==> config.mk <==
export PLATFORM = sky130hd
export DESIGN_NAME = event_encoder_8x3
export DESIGN_NICKNAME = d
export VERILOG_FILES = /design/src/rtl/encoder_pkg.sv /design/src/rtl/sync_rise_detect.sv /design/src/rtl/event_encoder_8x3.sv
export SDC_FILE = /design/constraint.sdc
export NUM_CORES = 1
export LEC_CHECK = 0
export CELL_PAD_IN_SITES_DETAIL_PLACEMENT = 1
export CELL_PAD_IN_SITES_GLOBAL_PLACEMENT = 2
export CORE_UTILIZATION = 37
export CTS_CLUSTER_DIAMETER = 30
export CTS_CLUSTER_SIZE = 25
export DETAILED_ROUTE_END_ITERATION = 10
export GPL_TIMING_DRIVEN = 0
export PLACE_DENSITY_LB_ADDON = 0.1
export SYNTH_ARGS = -nofsm -noshare
export SYNTH_HDL_FRONTEND = slang
export SYNTH_SLANG_ARGS = --single-unit
==> constraint.sdc <==
create_clock -name clk -period 4.3 [get_ports clk]
set_input_delay 0.86 -clock clk [delete_from_list [all_inputs] [get_ports clk]]
set_output_delay 0.86 -clock clk [all_outputs]
set_load 0.005 [all_outputs]
==> src/rtl/encoder_pkg.sv <==
`default_nettype none
// ============================================================================
//  Module      : encoder_pkg
//  Description : Shared types, sizes and line-selection helpers for the
//                event encoder front end.
//  Revision    : 1.0 - initial release
// ============================================================================
package encoder_pkg;

    localparam int N_LINES = 8;
    localparam int CODE_W  = 3;

    typedef logic [N_LINES-1:0] line_vec_t;
    typedef logic [CODE_W-1:0]  code_t;

    typedef enum logic [0:0] {
        IDLE = 1'b0,
        HOLD = 1'b1
    } state_t;

    // Highest set index wins; returns 0 for an empty vector (caller gates on |vec).
    function automatic code_t sel_fixed(input line_vec_t vec);
        code_t sel;
        sel = '0;
        for (int i = 0; i < N_LINES; i++) begin
            if (vec[i]) begin
                sel = code_t'(i);
            end
        end
        return sel;
    endfunction

    // First set bit searching upward from ptr, wrapping from the top line to line 0.
    function automatic code_t sel_rr(input line_vec_t vec, input code_t ptr);
        code_t sel;
        code_t idx;
        logic  found;
        sel   = ptr;
        found = 1'b0;
        for (int i = 0; i < N_LINES; i++) begin
            idx = ptr + code_t'(i);
            if (!found && vec[idx]) begin
                sel   = idx;
                found = 1'b1;
            end
        end
        return sel;
    endfunction

    // One-hot mask for a line number.
    function automatic line_vec_t onehot(input code_t k);
        return line_vec_t'(1) << k;
    endfunction

endpackage
`default_nettype wire

==> src/rtl/sync_rise_detect.sv <==
`default_nettype none
// ============================================================================
//  Module      : sync_rise_detect
//  Description : Multi-flop synchroniser for one asynchronous line followed
//                by a history flop; flags a single-cycle rising edge.
//                SYNC_STAGES must be at least 2.
//  Revision    : 1.0 - initial release
// ============================================================================
module sync_rise_detect #(
    parameter int SYNC_STAGES = 2
) (
    input  logic clk,
    input  logic rst_n,
    input  logic d,
    output logic rise
);

    logic [SYNC_STAGES-1:0] sync_q;
    logic                   hist_q;

    // Shift the raw line through the synchroniser and remember the last synchronised value.
    always_ff @(posedge clk or negedge rst_n) begin
        if (!rst_n) begin
            sync_q <= '0;
            hist_q <= 1'b0;
        end else begin
            sync_q <= {sync_q[SYNC_STAGES-2:0], d};
            hist_q <= sync_q[SYNC_STAGES-1];
        end
    end

    // History clears in reset, so a line held high through reset yields one event.
    assign rise = sync_q[SYNC_STAGES-1] & ~hist_q;

endmodule
`default_nettype wire

==> src/rtl/event_encoder_8x3.sv <==
`default_nettype none
// ============================================================================
//  Module      : event_encoder_8x3
//  Description : Synchronises eight asynchronous event lines, captures rising
//                edges as pending events and presents them one at a time as
//                a 3-bit line code on a valid/ready handshake. Round-robin or
//                fixed (highest index) selection; drops are flagged on lost.
//  Revision    : 1.0 - initial release
// ============================================================================
module event_encoder_8x3
    import encoder_pkg::*;
#(
    parameter int SYNC_STAGES = 2,
    parameter int RR          = 1
) (
    input  logic       clk,
    input  logic       rst_n,
    input  logic [7:0] d,
    output logic [2:0] a,
    output logic       valid,
    input  logic       ready,
    output logic [7:0] pending,
    output logic       lost
);

    line_vec_t rise;
    line_vec_t pending_q;
    line_vec_t pending_d;
    line_vec_t clr_mask;
    code_t     ptr_q;
    code_t     ptr_d;
    code_t     a_q;
    code_t     sel;
    state_t    state_q;
    state_t    state_d;
    logic      valid_q;
    logic      lost_q;
    logic      lost_d;
    logic      load;

    // One synchroniser/edge detector per event line.
    for (genvar i = 0; i < N_LINES; i++) begin : g_line
        sync_rise_detect #(
            .SYNC_STAGES(SYNC_STAGES)
        ) u_sync (
            .clk  (clk),
            .rst_n(rst_n),
            .d    (d[i]),
            .rise (rise[i])
        );
    end

    // Selection, load decision and pending/lost next-state; a same-cycle set beats the load-clear.
    always_comb begin
        sel       = (RR != 0) ? sel_rr(pending_q, ptr_q) : sel_fixed(pending_q);
        load      = (|pending_q) && ((state_q == IDLE) || ready);
        clr_mask  = load ? onehot(sel) : '0;
        pending_d = (pending_q & ~clr_mask) | rise;
        lost_d    = |(rise & pending_q & ~clr_mask);
        ptr_d     = ptr_q;
        state_d   = state_q;
        if (load) begin
            state_d = HOLD;
            if (RR != 0) begin
                ptr_d = sel + code_t'(1);
            end
        end else if ((state_q == HOLD) && ready) begin
            state_d = IDLE;
        end
    end

    // Output FSM with registered code, valid, pending and loss pulse.
    always_ff @(posedge clk or negedge rst_n) begin
        if (!rst_n) begin
            state_q   <= IDLE;
            pending_q <= '0;
            ptr_q     <= '0;
            a_q       <= '0;
            valid_q   <= 1'b0;
            lost_q    <= 1'b0;
        end else begin
            state_q   <= state_d;
            pending_q <= pending_d;
            ptr_q     <= ptr_d;
            valid_q   <= (state_d == HOLD);
            lost_q    <= lost_d;
            if (load) begin
                a_q <= sel;
            end
        end
    end

    assign a       = a_q;
    assign valid   = valid_q;
    assign pending = pending_q;
    assign lost    = lost_q;

endmodule
`default_nettype wire

==> summary.txt <==
STA
  • Hold Vio Cnt, Final: 0
  • Clock Skews: 5.84 ps
  • Fmax achieved: 246 MHz
  • Unrepaired setup endpoints after global routing: no
  • Max-slew violation count: 0
  • Fin crit share: 94.6%
  • # setup viols final: 0
  • Final worst setup slack: 234 ps
  • Worst slew pin tran: 858 ps
  • Fin crit period: 4070 ps
  • Worst slew margin: 42.8%

Setup path
  • Crit path to: lost$_DFF_PN0_
  • Critical Path Source Type: flop
  • WP buf/inv: 3
  • Worst path top cell family by delay: simple AND/OR/NAND/NOR gates
  • Most used cell, CP: or4_1
  • R2r setup slk: 230 ps
  • CP startpoint: ptr_q[1]$_DFFE_PN0P_
  • Critical Path Fanout Max: 10
  • Reg-to-Reg Start: ptr_q[1]$_DFFE_PN0P_
  • Setup CP Type: flop to flop
  • CP Capture Type: flop
  • FF-to-FF End: lost$_DFF_PN0_
  • Worst path max stage delay: 540 ps
  • Critical path arrival: 4220 ps
  • Crit path required time: 4450 ps
  • R2r worst-path depth: 13
  • Critical path cell sequence: clkinv_2, ha_1, buf_4, buf_6, mux2i_1, mux4_2, a32oi_4, nor2_1, a21oi_1, a31oi_1, or4_1, o311a_1, or4_1
  • Critical path depth: 13
  • Slowest cell on crit path: mux4_2

Routing
  • Vias per Instance: 5.60
  • Drt first pass iters: 4
  • DRC: 0
  • Final wirelength: 6050 um
  • Vias: 1880
  • Antenna viol nets, final: 0
  • DR iter-0 viols: 115
  • Wire length per cell: 18.0 um

Clock network
  • Clock Sinks: 40
  • Max clock buf depth: 2
  • CTS hold repair buffers: 0
  • H-tree depth: 2
  • CTS tree: done
  • CTS Buf Count: 5
  • Worst skew pair latency: 280 ps
  • Root buffer cell: clkbuf_8
  • Clock Pin Slew Worst Setup and Hold Paths: 80 ps

Synth
  • Syn_nets: 239
  • Area leader, netlist: dfrtp_1
  • Cell with the most instances after synthesis: dfrtp_1
  • Number of synthesized register bits: 40
  • Register area share after synthesis: 41.8%
  • Mapped Area: 2390 um^2
  • Synth cell types: 53
  • Post-synthesis async set-or-reset flop share: 100%
  • Number of synthesized flops with an enable pin: 0
  • Top cells by area, synth: dfrtp_1 (42%), mux4_2 (10%), mux2i_1 (5.4%), nand2_1 (4.7%), ha_1 (2.6%)
  • Ys flop type: dfrtp_1
  • Syn Inst Count: 223
  • Mean Syn Cell Area: 10.7 um^2
  • Top post-synthesis cells by count: dfrtp_1 (40), nand2_1 (30), nor2_1 (15)
  • Share of the synthesized area in the top cell type: 41.8%
  • Warnings, synthesis: 0

Min path
  • Hold crit path type: flop to flop

Placement
  • # port buffers: 23
  • Gpl congestion: 0.767
  • Placed insts: 321
  • Dpl ws: -349 ps
  • Area after DPL: 2710 um^2
  • HPWL after DPL: 4390 um

GRT
  • Initial antenna violation count: 0
  • Total GRT Usage: 19.6%
  • GRT Residual Overflow: 0
  • Largest net degree at the start of global routing: 41
  • Vias in the first global route: 1903
  • First-pass GRT wire length: 9920 um

Floorplanning
  • Row count: 28
  • Ports: 24
  • Initial core utilization: 39.3%
  • Core area: 6100 um^2
  • Die H: 82.4 um
  • Die area: 6790 um^2
  • Die X: 82.4 um

Finish
  • Nets@finish: 276
  • Finished Cell Area: 2950 um^2
  • Fill cells: 686
  • Area grow syn2layout: 23.4%
  • Area of the multi-input gates: 1330 um^2
  • Fin cells: 336
  • Ant. Diodes: 0
  • Layout cells sized above 1: 21.5%
  • Final Util: 48.5%
  • Storage element area: 1000 um^2

Pwr
  • PnR Total Power: 2570 uW
  • Leakage power: 0.00123 uW
  • P per Cell Area: 869 nW/um^2
  • Peak supply drop: 0.382 mV

Run
  • Max_cap viols: 0

Status
  • Status: complete, no violations
==> area by class of cell <==
class / count / area share, %
multi-input combinational: 159 / 45.1
sequential: 40 / 33.9
inverter: 14 / 1.82
timing repair buffer: 30 / 9.40
buffer: 10 / 2.29
clock buffer: 7 / 3.26
tap: 75 / 3.18
clock inverter: 1 / 1.02
==> routing by layer <==
metal / wire, um / global-route usage, % / up-vias
li1: - / - / 891
met4: 97 / 5.26 / 0
met3: 148 / 2.42 / 10
met1: 2810 / 26.7 / 943
met5: 0 / 0 / -
met2: 2990 / 32.9 / 36
==> worst min path at each step <==
stage	start	to	cells after the start
finish	g_line[6].u_sync.sync_q[0]$_DFF_PN0_	g_line[6].u_sync.sync_q[1]$_DFF_PN0_	0
global route	g_line[0].u_sync.sync_q[0]$_DFF_PN0_	g_line[0].u_sync.sync_q[1]$_DFF_PN0_	0
CTS	g_line[6].u_sync.sync_q[0]$_DFF_PN0_	g_line[6].u_sync.sync_q[1]$_DFF_PN0_	0
detailed placement	g_line[7].u_sync.sync_q[0]$_DFF_PN0_	g_line[7].u_sync.sync_q[1]$_DFF_PN0_	0
global placement	g_line[3].u_sync.sync_q[0]$_DFF_PN0_	g_line[3].u_sync.sync_q[1]$_DFF_PN0_	0
floorplan	g_line[0].u_sync.sync_q[0]$_DFF_PN0_	g_line[0].u_sync.sync_q[1]$_DFF_PN0_	0
==> logic make-up after synthesis <==
group / Yosys count / synth area share, %
xor+xnor: 3 / 1.10
flops: 40 / 41.8
fa+ha+maj: 5 / 2.61
buf+inv: 24 / 5.02
simple gates: 70 / 13.9
mux: 29 / 18.6
compound gates: 52 / 16.9
==> flip-flops by register name, summed over array words and instances (netlist names) <==
register	flops
lost	1
valid	1
ptr_q	3
pending	8
g_line.u_sync.sync_q	16
g_line.u_sync.hist_q	8
a	3
==> what timing repair did <==
action | CTS | global route
gates resized for setup | 5 | 7
pin swaps | 0 | 3
endpoints found under the hold margin | 0 | 0
setup buffers | 0 | 7
setup endpoints to repair | 1 | 1
==> through the flow <==
step	setup TNS (ps)	hold slack (ps)
2_1_floorplan	0	331
3_3_place_gp	-349	332
3_5_place_dp	-349	336
4_1_cts	0	352
5_1_grt	0	361
6_report	0	348
==> cell usage in the layout (no fill, tap or decap), drive strengths merged, types with 6 or more instances in the layout <==
| cell | netlist | final |
|---|---|---|
| mux2i | 14 | 14 |
| clkbuf | 3 | 10 |
| nand2b | 6 | 6 |
| buf | 7 | 15 |
| clkdlybuf4s50 | 0 | 22 |
| o21ai | 14 | 14 |
| inv | 13 | 13 |
| mux4 | 11 | 11 |
| dfrtp | 40 | 40 |
| nand2 | 30 | 30 |
| nor2 | 15 | 15 |
==> worst register-to-register path, delay by kind of cell (launching register included) <==
family / cells / cell delay, ps
AND/OR/NAND/NOR: 3 / 1160
AO/OA/AOI/OAI: 4 / 900
multiplexers: 2 / 690
buffers and inverters: 3 / 470
flip-flops: 1 / 430
adder cells (fa/ha/maj): 1 / 300
==> power breakdown <==
| part | leakage [uW] | switching, uW | internal [uW] | total (uW) |
|---|---|---|---|---|
| clock network | 0.0000645 | 124 | 205 | 329 |
| logic | 0.000719 | 902 | 787 | 1690 |
| registers | 0.000447 | 99.7 | 448 | 548 |
| total | 0.00123 | 1130 | 1440 | 2570 |
Note: power is estimated with default switching activity, not from simulation.
